**src/rtl/spi1_pkg.sv**
```systemverilog
// Shared command-byte layout, address width and FSM state encoding for the SPI1 target.
package spi1_pkg;
    localparam int ADDR_WIDTH   = 17;
    localparam int RW_N_BIT     = 7;
    localparam int SET_ADDR_BIT = 6;
    localparam int A16_BIT      = 0;

    typedef enum logic [2:0] {
        IDLE,
        CMD,
        DATA,
        ADDR_HI,
        ADDR_LO,
        DONE
    } state_t;
endpackage

```
**src/rtl/spi_target_shift.sv**
```systemverilog
// SPI mode-0 bit engine: pin synchronizers, SCK edge detect, RX byte assembly and TX shift-out.
// Byte strobe one clk after the 8th synchronized SCK rise; no backpressure, held in reset while CS is high.
module spi_target_shift (
    input  logic       i_clk,
    input  logic       i_rst_n,
    input  logic       i_sck,
    input  logic       i_cs_n,
    input  logic       i_pico,
    input  logic [7:0] i_tx_byte,
    output logic       o_poci,
    output logic       o_cs_fall,
    output logic       o_cs_rise,
    output logic       o_byte_vld,
    output logic [7:0] o_byte_dat
);
    logic [1:0] r_sck_sync;
    logic [1:0] r_cs_sync;
    logic [1:0] r_pico_sync;
    logic       r_sck_d;
    logic       r_cs_d;
    logic [2:0] r_bit_cnt;
    logic [7:0] r_rx;
    logic [7:0] r_tx;
    logic       r_byte_vld;

    logic w_sck;
    logic w_cs_n;
    logic w_pico;
    logic w_sck_rise;
    logic w_sck_fall;
    logic w_cs_fall;

    assign w_sck      = r_sck_sync[1];
    assign w_cs_n     = r_cs_sync[1];
    assign w_pico     = r_pico_sync[1];
    assign w_sck_rise = w_sck & ~r_sck_d & ~w_cs_n;
    assign w_sck_fall = ~w_sck & r_sck_d & ~w_cs_n;
    assign w_cs_fall  = ~w_cs_n & r_cs_d;

    always_ff @(posedge i_clk or negedge i_rst_n) begin
        if (!i_rst_n) begin
            r_sck_sync  <= 2'b00;
            r_cs_sync   <= 2'b11;
            r_pico_sync <= 2'b00;
            r_sck_d     <= 1'b0;
            r_cs_d      <= 1'b1;
        end else begin
            r_sck_sync  <= {r_sck_sync[0], i_sck};
            r_cs_sync   <= {r_cs_sync[0], i_cs_n};
            r_pico_sync <= {r_pico_sync[0], i_pico};
            r_sck_d     <= w_sck;
            r_cs_d      <= w_cs_n;
        end
    end

    // TX is loaded once per frame, so bytes after the first shift out zeros.
    always_ff @(posedge i_clk or negedge i_rst_n) begin
        if (!i_rst_n) begin
            r_bit_cnt  <= 3'd0;
            r_rx       <= 8'h00;
            r_tx       <= 8'h00;
            r_byte_vld <= 1'b0;
        end else if (w_cs_n) begin
            r_bit_cnt  <= 3'd0;
            r_rx       <= 8'h00;
            r_tx       <= 8'h00;
            r_byte_vld <= 1'b0;
        end else begin
            r_byte_vld <= w_sck_rise && (r_bit_cnt == 3'd7);
            if (w_sck_rise) begin
                r_rx      <= {r_rx[6:0], w_pico};
                r_bit_cnt <= r_bit_cnt + 3'd1;
            end
            if (w_cs_fall) begin
                r_tx <= i_tx_byte;
            end else if (w_sck_fall) begin
                r_tx <= {r_tx[6:0], 1'b0};
            end
        end
    end

    assign o_poci     = r_tx[7];
    assign o_cs_fall  = w_cs_fall;
    assign o_cs_rise  = w_cs_n & ~r_cs_d;
    assign o_byte_vld = r_byte_vld;
    assign o_byte_dat = r_rx;
endmodule

```
**src/rtl/spi1_target.sv**
```systemverilog
// SPI1 target: decodes command frames into single-byte bus requests; valid_o 1 clk after the final byte strobe.
// Requests hold until ready_i; a request decoded while one is pending is dropped with an overrun_o pulse.
module spi1_target
    import spi1_pkg::*;
#(
    parameter int CLK_MHZ = 64,
    parameter int SCK_MHZ = 24
) (
    input  logic                  clk_i,
    input  logic                  rst_ni,
    input  logic                  spi_sck_i,
    input  logic                  spi_cs_ni,
    input  logic                  spi_pico_i,
    output logic                  spi_poci_o,
    output logic [ADDR_WIDTH-1:0] addr_o,
    output logic [7:0]            wr_data_o,
    output logic                  we_o,
    output logic                  valid_o,
    input  logic                  ready_i,
    input  logic [7:0]            rd_data_i,
    output logic                  overrun_o
);
    localparam bit RATIO_OK = (2 * CLK_MHZ >= 5 * SCK_MHZ);

    state_t                r_state;
    state_t                w_state_nxt;
    logic                  r_rw_n;
    logic                  r_set_addr;
    logic                  r_a16;
    logic [7:0]            r_data;
    logic [7:0]            r_addr_hi;
    logic [ADDR_WIDTH-1:0] r_addr;
    logic                  r_valid;
    logic                  r_we;
    logic [7:0]            r_wr_data;
    logic                  r_overrun;
    logic [7:0]            r_rd_buf;

    logic       w_cs_fall;
    logic       w_cs_rise;
    logic       w_byte_vld;
    logic [7:0] w_byte;
    logic       w_issue;
    logic       w_load;
    logic       w_cap_cmd;
    logic       w_cap_data;
    logic       w_cap_hi;
    logic       w_rw_n;
    logic [7:0] w_wdat;

    spi_target_shift u_shift (
        .i_clk      (clk_i),
        .i_rst_n    (rst_ni),
        .i_sck      (spi_sck_i),
        .i_cs_n     (spi_cs_ni),
        .i_pico     (spi_pico_i),
        .i_tx_byte  (r_rd_buf),
        .o_poci     (spi_poci_o),
        .o_cs_fall  (w_cs_fall),
        .o_cs_rise  (w_cs_rise),
        .o_byte_vld (w_byte_vld),
        .o_byte_dat (w_byte)
    );

    always_ff @(posedge clk_i or negedge rst_ni) begin
        if (!rst_ni) r_state <= IDLE;
        else         r_state <= w_state_nxt;
    end

    always_comb begin
        w_state_nxt = r_state;
        w_issue     = 1'b0;
        w_load      = 1'b0;
        w_cap_cmd   = 1'b0;
        w_cap_data  = 1'b0;
        w_cap_hi    = 1'b0;
        w_rw_n      = r_rw_n;
        w_wdat      = r_data;
        if (w_cs_rise) begin
            w_state_nxt = IDLE;
        end else begin
            unique case (r_state)
                IDLE: if (w_cs_fall) w_state_nxt = CMD;
                CMD: if (w_byte_vld) begin
                    w_cap_cmd = 1'b1;
                    w_rw_n    = w_byte[RW_N_BIT];
                    if (!w_byte[RW_N_BIT])         w_state_nxt = DATA;
                    else if (w_byte[SET_ADDR_BIT]) w_state_nxt = ADDR_HI;
                    else begin
                        w_issue     = 1'b1;
                        w_state_nxt = DONE;
                    end
                end
                DATA: if (w_byte_vld) begin
                    w_cap_data = 1'b1;
                    w_wdat     = w_byte;
                    if (r_set_addr) w_state_nxt = ADDR_HI;
                    else begin
                        w_issue     = 1'b1;
                        w_state_nxt = DONE;
                    end
                end
                ADDR_HI: if (w_byte_vld) begin
                    w_cap_hi    = 1'b1;
                    w_state_nxt = ADDR_LO;
                end
                ADDR_LO: if (w_byte_vld) begin
                    w_load      = 1'b1;
                    w_issue     = 1'b1;
                    w_state_nxt = DONE;
                end
                DONE: w_state_nxt = DONE;
                default: w_state_nxt = IDLE;
            endcase
        end
    end

    always_ff @(posedge clk_i or negedge rst_ni) begin
        if (!rst_ni) begin
            r_rw_n     <= 1'b0;
            r_set_addr <= 1'b0;
            r_a16      <= 1'b0;
            r_data     <= 8'h00;
            r_addr_hi  <= 8'h00;
        end else begin
            if (w_cap_cmd) begin
                r_rw_n     <= w_byte[RW_N_BIT];
                r_set_addr <= w_byte[SET_ADDR_BIT];
                r_a16      <= w_byte[A16_BIT];
            end
            if (w_cap_data) r_data    <= w_byte;
            if (w_cap_hi)   r_addr_hi <= w_byte;
        end
    end

    // A dropped request must leave the pending request and the address untouched.
    always_ff @(posedge clk_i or negedge rst_ni) begin
        if (!rst_ni) begin
            r_addr    <= '0;
            r_valid   <= 1'b0;
            r_we      <= 1'b0;
            r_wr_data <= 8'h00;
            r_overrun <= 1'b0;
            r_rd_buf  <= 8'h00;
        end else begin
            r_overrun <= w_issue & r_valid;
            if (w_issue && !r_valid) begin
                r_valid   <= 1'b1;
                r_we      <= ~w_rw_n;
                r_wr_data <= w_wdat;
                if (w_load) r_addr <= {r_a16, r_addr_hi, w_byte};
            end else if (r_valid && ready_i) begin
                r_valid <= 1'b0;
                r_addr  <= r_addr + ADDR_WIDTH'(1);
                if (!r_we) r_rd_buf <= rd_data_i;
            end
        end
    end

    assign addr_o    = r_addr;
    assign wr_data_o = r_wr_data;
    assign we_o      = r_we;
    assign valid_o   = r_valid;
    assign overrun_o = r_overrun;

    a_clk_ratio: assert property (@(posedge clk_i) RATIO_OK);
endmodule

```
**config.mk**
```make
export PLATFORM = sky130hd
export DESIGN_NAME = spi1_target
export DESIGN_NICKNAME = d
export VERILOG_FILES = /design/src/rtl/spi1_pkg.sv /design/src/rtl/spi_target_shift.sv /design/src/rtl/spi1_target.sv
export SDC_FILE = /design/constraint.sdc
export NUM_CORES = 1
export LEC_CHECK = 0
export BUFFER_PORTS_ARGS = -buffer_cell sky130_fd_sc_hd__buf_2
export CAP_MARGIN = 10
export CORE_ASPECT_RATIO = 1.75
export CORE_MARGIN = 2
export CORE_UTILIZATION = 40
export CTS_BUF_LIST = sky130_fd_sc_hd__clkbuf_8
export DETAILED_ROUTE_END_ITERATION = 8
export PLACE_DENSITY_LB_ADDON = 0.3
export REMOVE_ABC_BUFFERS = 1
export SLEW_MARGIN = 0
export SYNTH_ARGS = -nofsm -noshare
export SYNTH_HDL_FRONTEND = slang
export SYNTH_HIERARCHICAL = 1
export SYNTH_SLANG_ARGS = --single-unit
```
**constraint.sdc**
```tcl
create_clock -name clk_i -period 7 [get_ports clk_i]
set_input_delay 1.05 -clock clk_i [delete_from_list [all_inputs] [get_ports clk_i]]
set_output_delay 1.05 -clock clk_i [all_outputs]
set_load 0.05 [all_outputs]
```
# Word-level counts from Yosys, hierarchy flattened
# Index checks and enable logic that the tools add are counted.
[classes] n_addsub=2 n_eq_ne=12 n_mux=45 n_bitwise=14 n_reduce_logical=11
[op_table] operator="$mux W8" n=8
[op_table] operator="$mux W17" n=3
[op_table] operator="$mux W3" n=11
[op_table] operator="$mux W1" n=21
[op_table] operator="$pmux W3 S6" n=1
[op_table] operator="$add A17 B1 Y17 const B" n=1
[op_table] operator="$ne A3 B1 Y1 const B" n=5
[op_table] operator="$eq A3 B3 Y1 const B" n=3
[op_table] operator="$and A1 B1 Y1" n=7
[op_table] operator="$not A1 Y1" n=7
[op_table] operator="$eq A3 B2 Y1 const B" n=2
[op_table] operator="$reduce_and A5 Y1" n=1
[op_table] operator="$reduce_bool A2 Y1" n=2
[op_table] operator="$add A3 B1 Y3 const B" n=1
[op_table] operator="$eq A3 B1 Y1 const B" n=1
[op_table] operator="$logic_and A1 B1 Y1" n=3
[op_table] operator="$logic_not A3 Y1" n=1
[op_table] operator="$pmux W1 S3" n=1
[op_table] operator="$reduce_and A3 Y1" n=1
[op_table] operator="$reduce_bool A3 Y1" n=1
[op_table] operator="$ne A2 B2 Y1 const B" n=1
[op_table] operator="$reduce_and A2 Y1" n=1
[op_table] operator="$logic_not A1 Y1" n=1
[word_totals] register_bits=86 in_bits=14 output_inout_bits=29 wordCells=105

# Longest topological paths before layout
[logic_depth] depth_word=8 mapped_depth=9 mapped_depth_nobuf=6

# Hierarchy
# Netlist, hierarchy kept.
[modules_own_cells] mod="spi1_target" instances=1 cells_each=245 area_each_um2=2785.2 seq_area_each_um2=1451.4
[modules_own_cells] mod="spi_target_shift" instances=1 cells_each=96 area_each_um2=1138.6 seq_area_each_um2=704.4

# Worst setup path before layout
# Ideal clock, no wire load.
[synth_path] kind="register -> register" start="reg u_shift.r_cs_d" end="reg r_addr[15], in the netlist addr_o[15]" setup_time_ns=0.123 arrival_time_ns=2.325 required_ns=6.877 slack_ns=4.552 stages_incl_launch_ff=9 n_path_buf=2 synth_period_minus_slack_ns=2.448 cell_sequence="dfstp_2 buf_6 and2b_1 or3b_4 or3_4 and2_4 buf_6 or3_1 o221a_2"
[synth_between] elab_chain_cells=6 elab_cells_between_ends=9 classes_between="1 x eq/ne; 3 x mux; 2 x bitwise; 3 x reduce/logical"
[synth_rtl] item="start, declared" line_no="spi_target_shift.sv:20" source="logic r_cs_d;"
[synth_rtl] item="start signal, assigned" line_no="spi_target_shift.sv:52" source="r_cs_d <= w_cs_n;"
[synth_rtl] item="$not A1 Y1 *" line_no="spi_target_shift.sv:84" source="assign o_cs_rise = w_cs_n & ~r_cs_d;"
[synth_rtl] item="$and A1 B1 Y1 *" line_no="spi_target_shift.sv:84"
[synth_rtl] item="net w_cs_rise" line_no="spi1_target.sv:40" source="logic w_cs_rise;"
[synth_rtl] item="$mux W1" line_no="spi1_target.sv:79" source="if (w_cs_rise) begin"
[synth_rtl] item="$logic_and A1 B1 Y1" line_no="spi1_target.sv:147" source="if (w_issue && !r_valid) begin"
[synth_rtl] item="$ne A2 B2 Y1 (no source line) or $reduce_bool A2 Y1 (tied branches)"
[synth_rtl] item="$reduce_and A2 Y1 (no source line)"
[synth_rtl] item="end signal, assigned" line_no="spi1_target.sv:151" source="if (w_load) r_addr <= {r_a16, r_addr_hi, w_byte};"
[synth_rtl] item="end signal, assigned" line_no="spi1_target.sv:154" source="r_addr <= r_addr + ADDR_WIDTH'(1);"
[synth_rtl] item="end, declared" line_no="spi1_target.sv:32" source="logic [ADDR_WIDTH-1:0] r_addr;"
# The timed path passes the listed nets; every way through them passes the cells marked *.
# A chain may end at the register's enable or synchronous reset.

# Worst setup path in the final report
[layout_path] start="reg u_shift.r_cs_sync[1]" end="reg r_addr[5], in the netlist addr_o[5]"
[layout_between] elab_chain_cells=5 elab_cells_between_ends=8 classes_between="1 x eq/ne; 3 x mux; 1 x bitwise; 3 x reduce/logical"
[layout_rtl] item="start, declared" line_no="spi_target_shift.sv:17" source="logic [1:0] r_cs_sync;"
[layout_rtl] item="start signal, assigned" line_no="spi_target_shift.sv:49" source="r_cs_sync <= {r_cs_sync[0], i_cs_n};"
[layout_rtl] item="$and A1 B1 Y1 *" line_no="spi_target_shift.sv:84"
[layout_rtl] item="net w_cs_rise" line_no="spi1_target.sv:40"
[layout_rtl] item="$mux W1" line_no="spi1_target.sv:79"
[layout_rtl] item="$logic_and A1 B1 Y1" line_no="spi1_target.sv:147"
[layout_rtl] item="$ne A2 B2 Y1 (no source line) or $reduce_bool A2 Y1 (tied branches)"
[layout_rtl] item="$reduce_and A2 Y1 (no source line)"
# Marks and branches as above.

==> flow_summary.rst <==
.. list-table::
   :header-rows: 1

   * - Metric
     - Value
   * - Result of the run
     - finished, final reports clean
   * - Number of input and output port buffers inserted
     - 42
   * - Critical Path Max Stage Delay
     - 820 ps
   * - Final Cycle Share
     - 0.400
   * - Number of max-capacitance violations reported
     - 0
   * - CTS tree
     - built
   * - Filler cell count in the final layout
     - 920
   * - Synthesized instance count
     - 341
   * - Most frequent cells after synthesis
     - 83 x dfrtp_1, 43 x nand2_1, 41 x mux2_2, 21 x a21oi_1, 16 x mux2i_1
   * - Final routed DRC violation total
     - 0
   * - Worst VDD drop
     - 149 uV
   * - Post-synthesis async set-or-reset flop share
     - 1.00
   * - Final critical-path setup slack
     - 4200 ps
   * - Shortest period the worst path allows
     - 2800 ps
   * - Die Outline Area
     - 0.0106 mm^2
   * - Total Neg Setup Slack
     - 0 ps
   * - Path class of the lowest-slack min-delay path
     - register to register
   * - Setup-violating endpoint count in the final report
     - 0
   * - Leakage power
     - 0.00206 uW
   * - Number of standard cells in the final layout excluding fillers
     - 505
   * - Pin count of the biggest net entering global routing
     - 83
   * - Req. time, crit path
     - 7250 ps
   * - Actual slew at the worst max-slew pin
     - 1060 ps
   * - Core box area
     - 0.00953 mm^2
   * - Cell family contributing the most delay on the critical path
     - compound AO/OA/AOI/OAI gates
   * - Number of vias per cell after detailed routing
     - 5.30
   * - Layout Area Growth over Synthesis
     - 12.3%
   * - Total routing usage reported by global routing
     - 0.164
   * - Inst Count DP
     - 489
   * - Height of the die
     - 135 um
   * - Launch instance of the worst register-to-register path
     - u_shift/r_cs_sync[1]
   * - Worst Min Path Start
     - u_shift/r_pico_sync[0]
   * - Metal3 WL
     - 264 um
   * - CP max stage cell
     - dfstp_2
   * - Critical setup path kind
     - register to register
   * - Worst reg2reg setup slack
     - 4200 ps
   * - Number of flops mapped to enable cells by yosys
     - 0
   * - Dominant cell by count in the synthesized netlist
     - dfrtp_1
   * - Crit path capture type
     - register
   * - CP arrival
     - 3050 ps
   * - Unrepaired setup endpoints after global routing
     - false
   * - Final-report hold violation count
     - 0
   * - Remaining number of nets flagged by the antenna check after routing
     - 0
   * - Clock latency on the worst-skew pair
     - 360 ps
   * - Share of the synthesized area in the top cell type
     - 0.529
   * - Biggest area contributors in the synthesized netlist
     - dfrtp_1 53%, mux2_2 12%, nand2_1 4.1%
   * - Clock Tree Buf Depth
     - 2
   * - Power per standard cell area
     - 219 mW/mm^2
   * - Post-place instance area
     - 0.00419 mm^2
   * - Highest fanout seen on the critical path
     - 27
   * - Post-synthesis register bit count
     - 86
   * - Relative slew margins
     - 0.292
   * - Yosys synthesis warning count
     - 6
   * - Number of detailed-route iterations in the first pass
     - 4
   * - Starting density of the core
     - 0.412
   * - Setup slack at placement
     - 4240 ps
   * - Antenna diode instance count
     - 0
   * - Total congestion overflow
     - 0
   * - Buffering stage count on the worst path with inverters included
     - 0
   * - Number of global-route vias before repair
     - 2772
   * - Logic depth of the worst register-to-register path
     - 5
   * - DRC violation total after the first TritonRoute iteration
     - 178
   * - Sinks on Clock Net
     - 86
   * - Number of antenna violations at the first check in global routing
     - 0
   * - Final cell area excluding filler cells
     - 0.00441 mm^2
   * - Cts repair resizes
     - 0
   * - Setup crit start kind
     - register
   * - Clock slew at reported path FFs
     - 90 ps
   * - Post-Synthesis Cell Area
     - 0.00392 mm^2
   * - Post-CTS Hold Fix Bufs
     - 0
   * - Number of primary I/O pins
     - 43
   * - Post-CTS repair timing setup buffer count
     - 0
   * - Syn Area/Cell
     - 11.5 um^2
   * - # H-tree levels
     - 3
   * - Cell breakdown of the critical path
     - and2b_1, or3b_4, a21o_1, mux2_1, o22a_1
   * - Total routed wirelength
     - 7920 um
   * - Share of post-route cells with drive strength above 1
     - 0.295
   * - HPWL after detailed placement
     - 5520 um
   * - Floorplan die width
     - 78.9 um
   * - NumNets Final
     - 395
   * - Number of buffers created by CTS
     - 9
   * - Sequential area share after synthesis
     - 0.549
   * - Fmax achieved
     - 357 MHz
   * - Synth unique cells
     - 53
   * - Met1 WL
     - 3100 um
   * - Cell at the root of the clock tree
     - clkbuf_8
   * - Capture instance of the worst register-to-register path
     - addr_o[5]
   * - Synth area leader
     - dfrtp_1
   * - Routed len/inst
     - 15.7 um
   * - Top flip-flop cell by instance count after synthesis
     - dfrtp_1
   * - Via count
     - 2678
   * - Count of final max-slew check failures
     - 0
   * - Worst Skew
     - 9.67 ps
   * - Wire length of the first global-routing pass
     - 13500 um
   * - Count of standard-cell rows
     - 47
   * - Final Wtd Congestion
     - 0.802
   * - Top layer in use
     - met4
   * - Hold Crit Depth
     - 0
   * - Met2 WL post-DR
     - 4420 um
   * - Pwr Total
     - 966 uW
   * - Launching element of the worst setup path
     - u_shift/r_cs_sync[1]
   * - End point of the most critical hold path
     - u_shift/r_pico_sync[1]
[area by class of cell]
cell class,instances,area [um^2],area share
timing repair buffer,43,220,0.0500
clock inverter,3,40.0,0.00909
multi-input combinational,228,1620,0.368
clock buffer,13,179,0.0406
sequential,86,2160,0.489
inverter,10,37.5,0.00852
tap,122,153,0.0346
[registers in the layout (all words and copies together), names as in the netlist, 3 cells and up]
name                flops
u_shift/r_tx            8
u_shift/o_byte_dat      8
addr_o                 17
r_data                  8
wr_data_o               8
u_shift/r_bit_cnt       3
r_addr_hi               8
r_rd_buf                8
r_state                 3
[layout by cell type (no fill, tap or decap), types with 4 or more instances in the layout]
| cell type | instances |
|---|---|
| buf_2 | 41 |
| and3_1 | 5 |
| o22a_1 | 4 |
| nor3_1 | 4 |
| a21oi_1 | 21 |
| inv_1 | 10 |
| nor2_1 | 14 |
| dfrtp_1 | 83 |
| mux2i_1 | 16 |
| o21ai_0 | 13 |
| clkbuf_8 | 13 |
| mux2_2 | 41 |
| nand3_1 | 9 |
| nand2_1 | 43 |
| nand2b_1 | 4 |
[power breakdown]
part	total (uW)	internal [uW]	switching [uW]
clock network	375	203	172
registers	530	513	16.6
logic	61.7	23.6	38.1
[logic make-up after synthesis]
family,Yosys count,synth area share
simple gates,99,0.123
fa+ha+maj,3,0.00957
mux,59,0.164
flops,86,0.549
buf+inv,27,0.0373
compound gates,66,0.114
xor+xnor,1,0.00223
[worst max-delay path by stage]
| stage | endpoint | slack (ps) | cells after the start |
|---|---|---|---|
| floorplan | addr_o[5] | 4520 | 5 |
| global placement | addr_o[5] | 4300 | 5 |
| detailed placement | addr_o[5] | 4240 | 5 |
| CTS | addr_o[5] | 4200 | 5 |
| global route | addr_o[12] | 3970 | 5 |
| finish | addr_o[5] | 4200 | 5 |
[per-stage QoR]
stage / utilization / hold slack [ps]
2_1_floorplan: - / 331
3_3_place_gp: 0.440 / 332
3_5_place_dp: 0.440 / 337
4_1_cts: 0.463 / 358
5_1_grt: 0.463 / 362
6_report: 0.463 / 355
[metal layers]
layer | up-vias | track usage
li1 | 1274 | -
met1 | 1334 | 0.190
met2 | 57 | 0.292
met3 | 13 | 0.0301
met4 | 0 | 0.0718
met5 | - | 0
(Power assumes the default switching activity.)
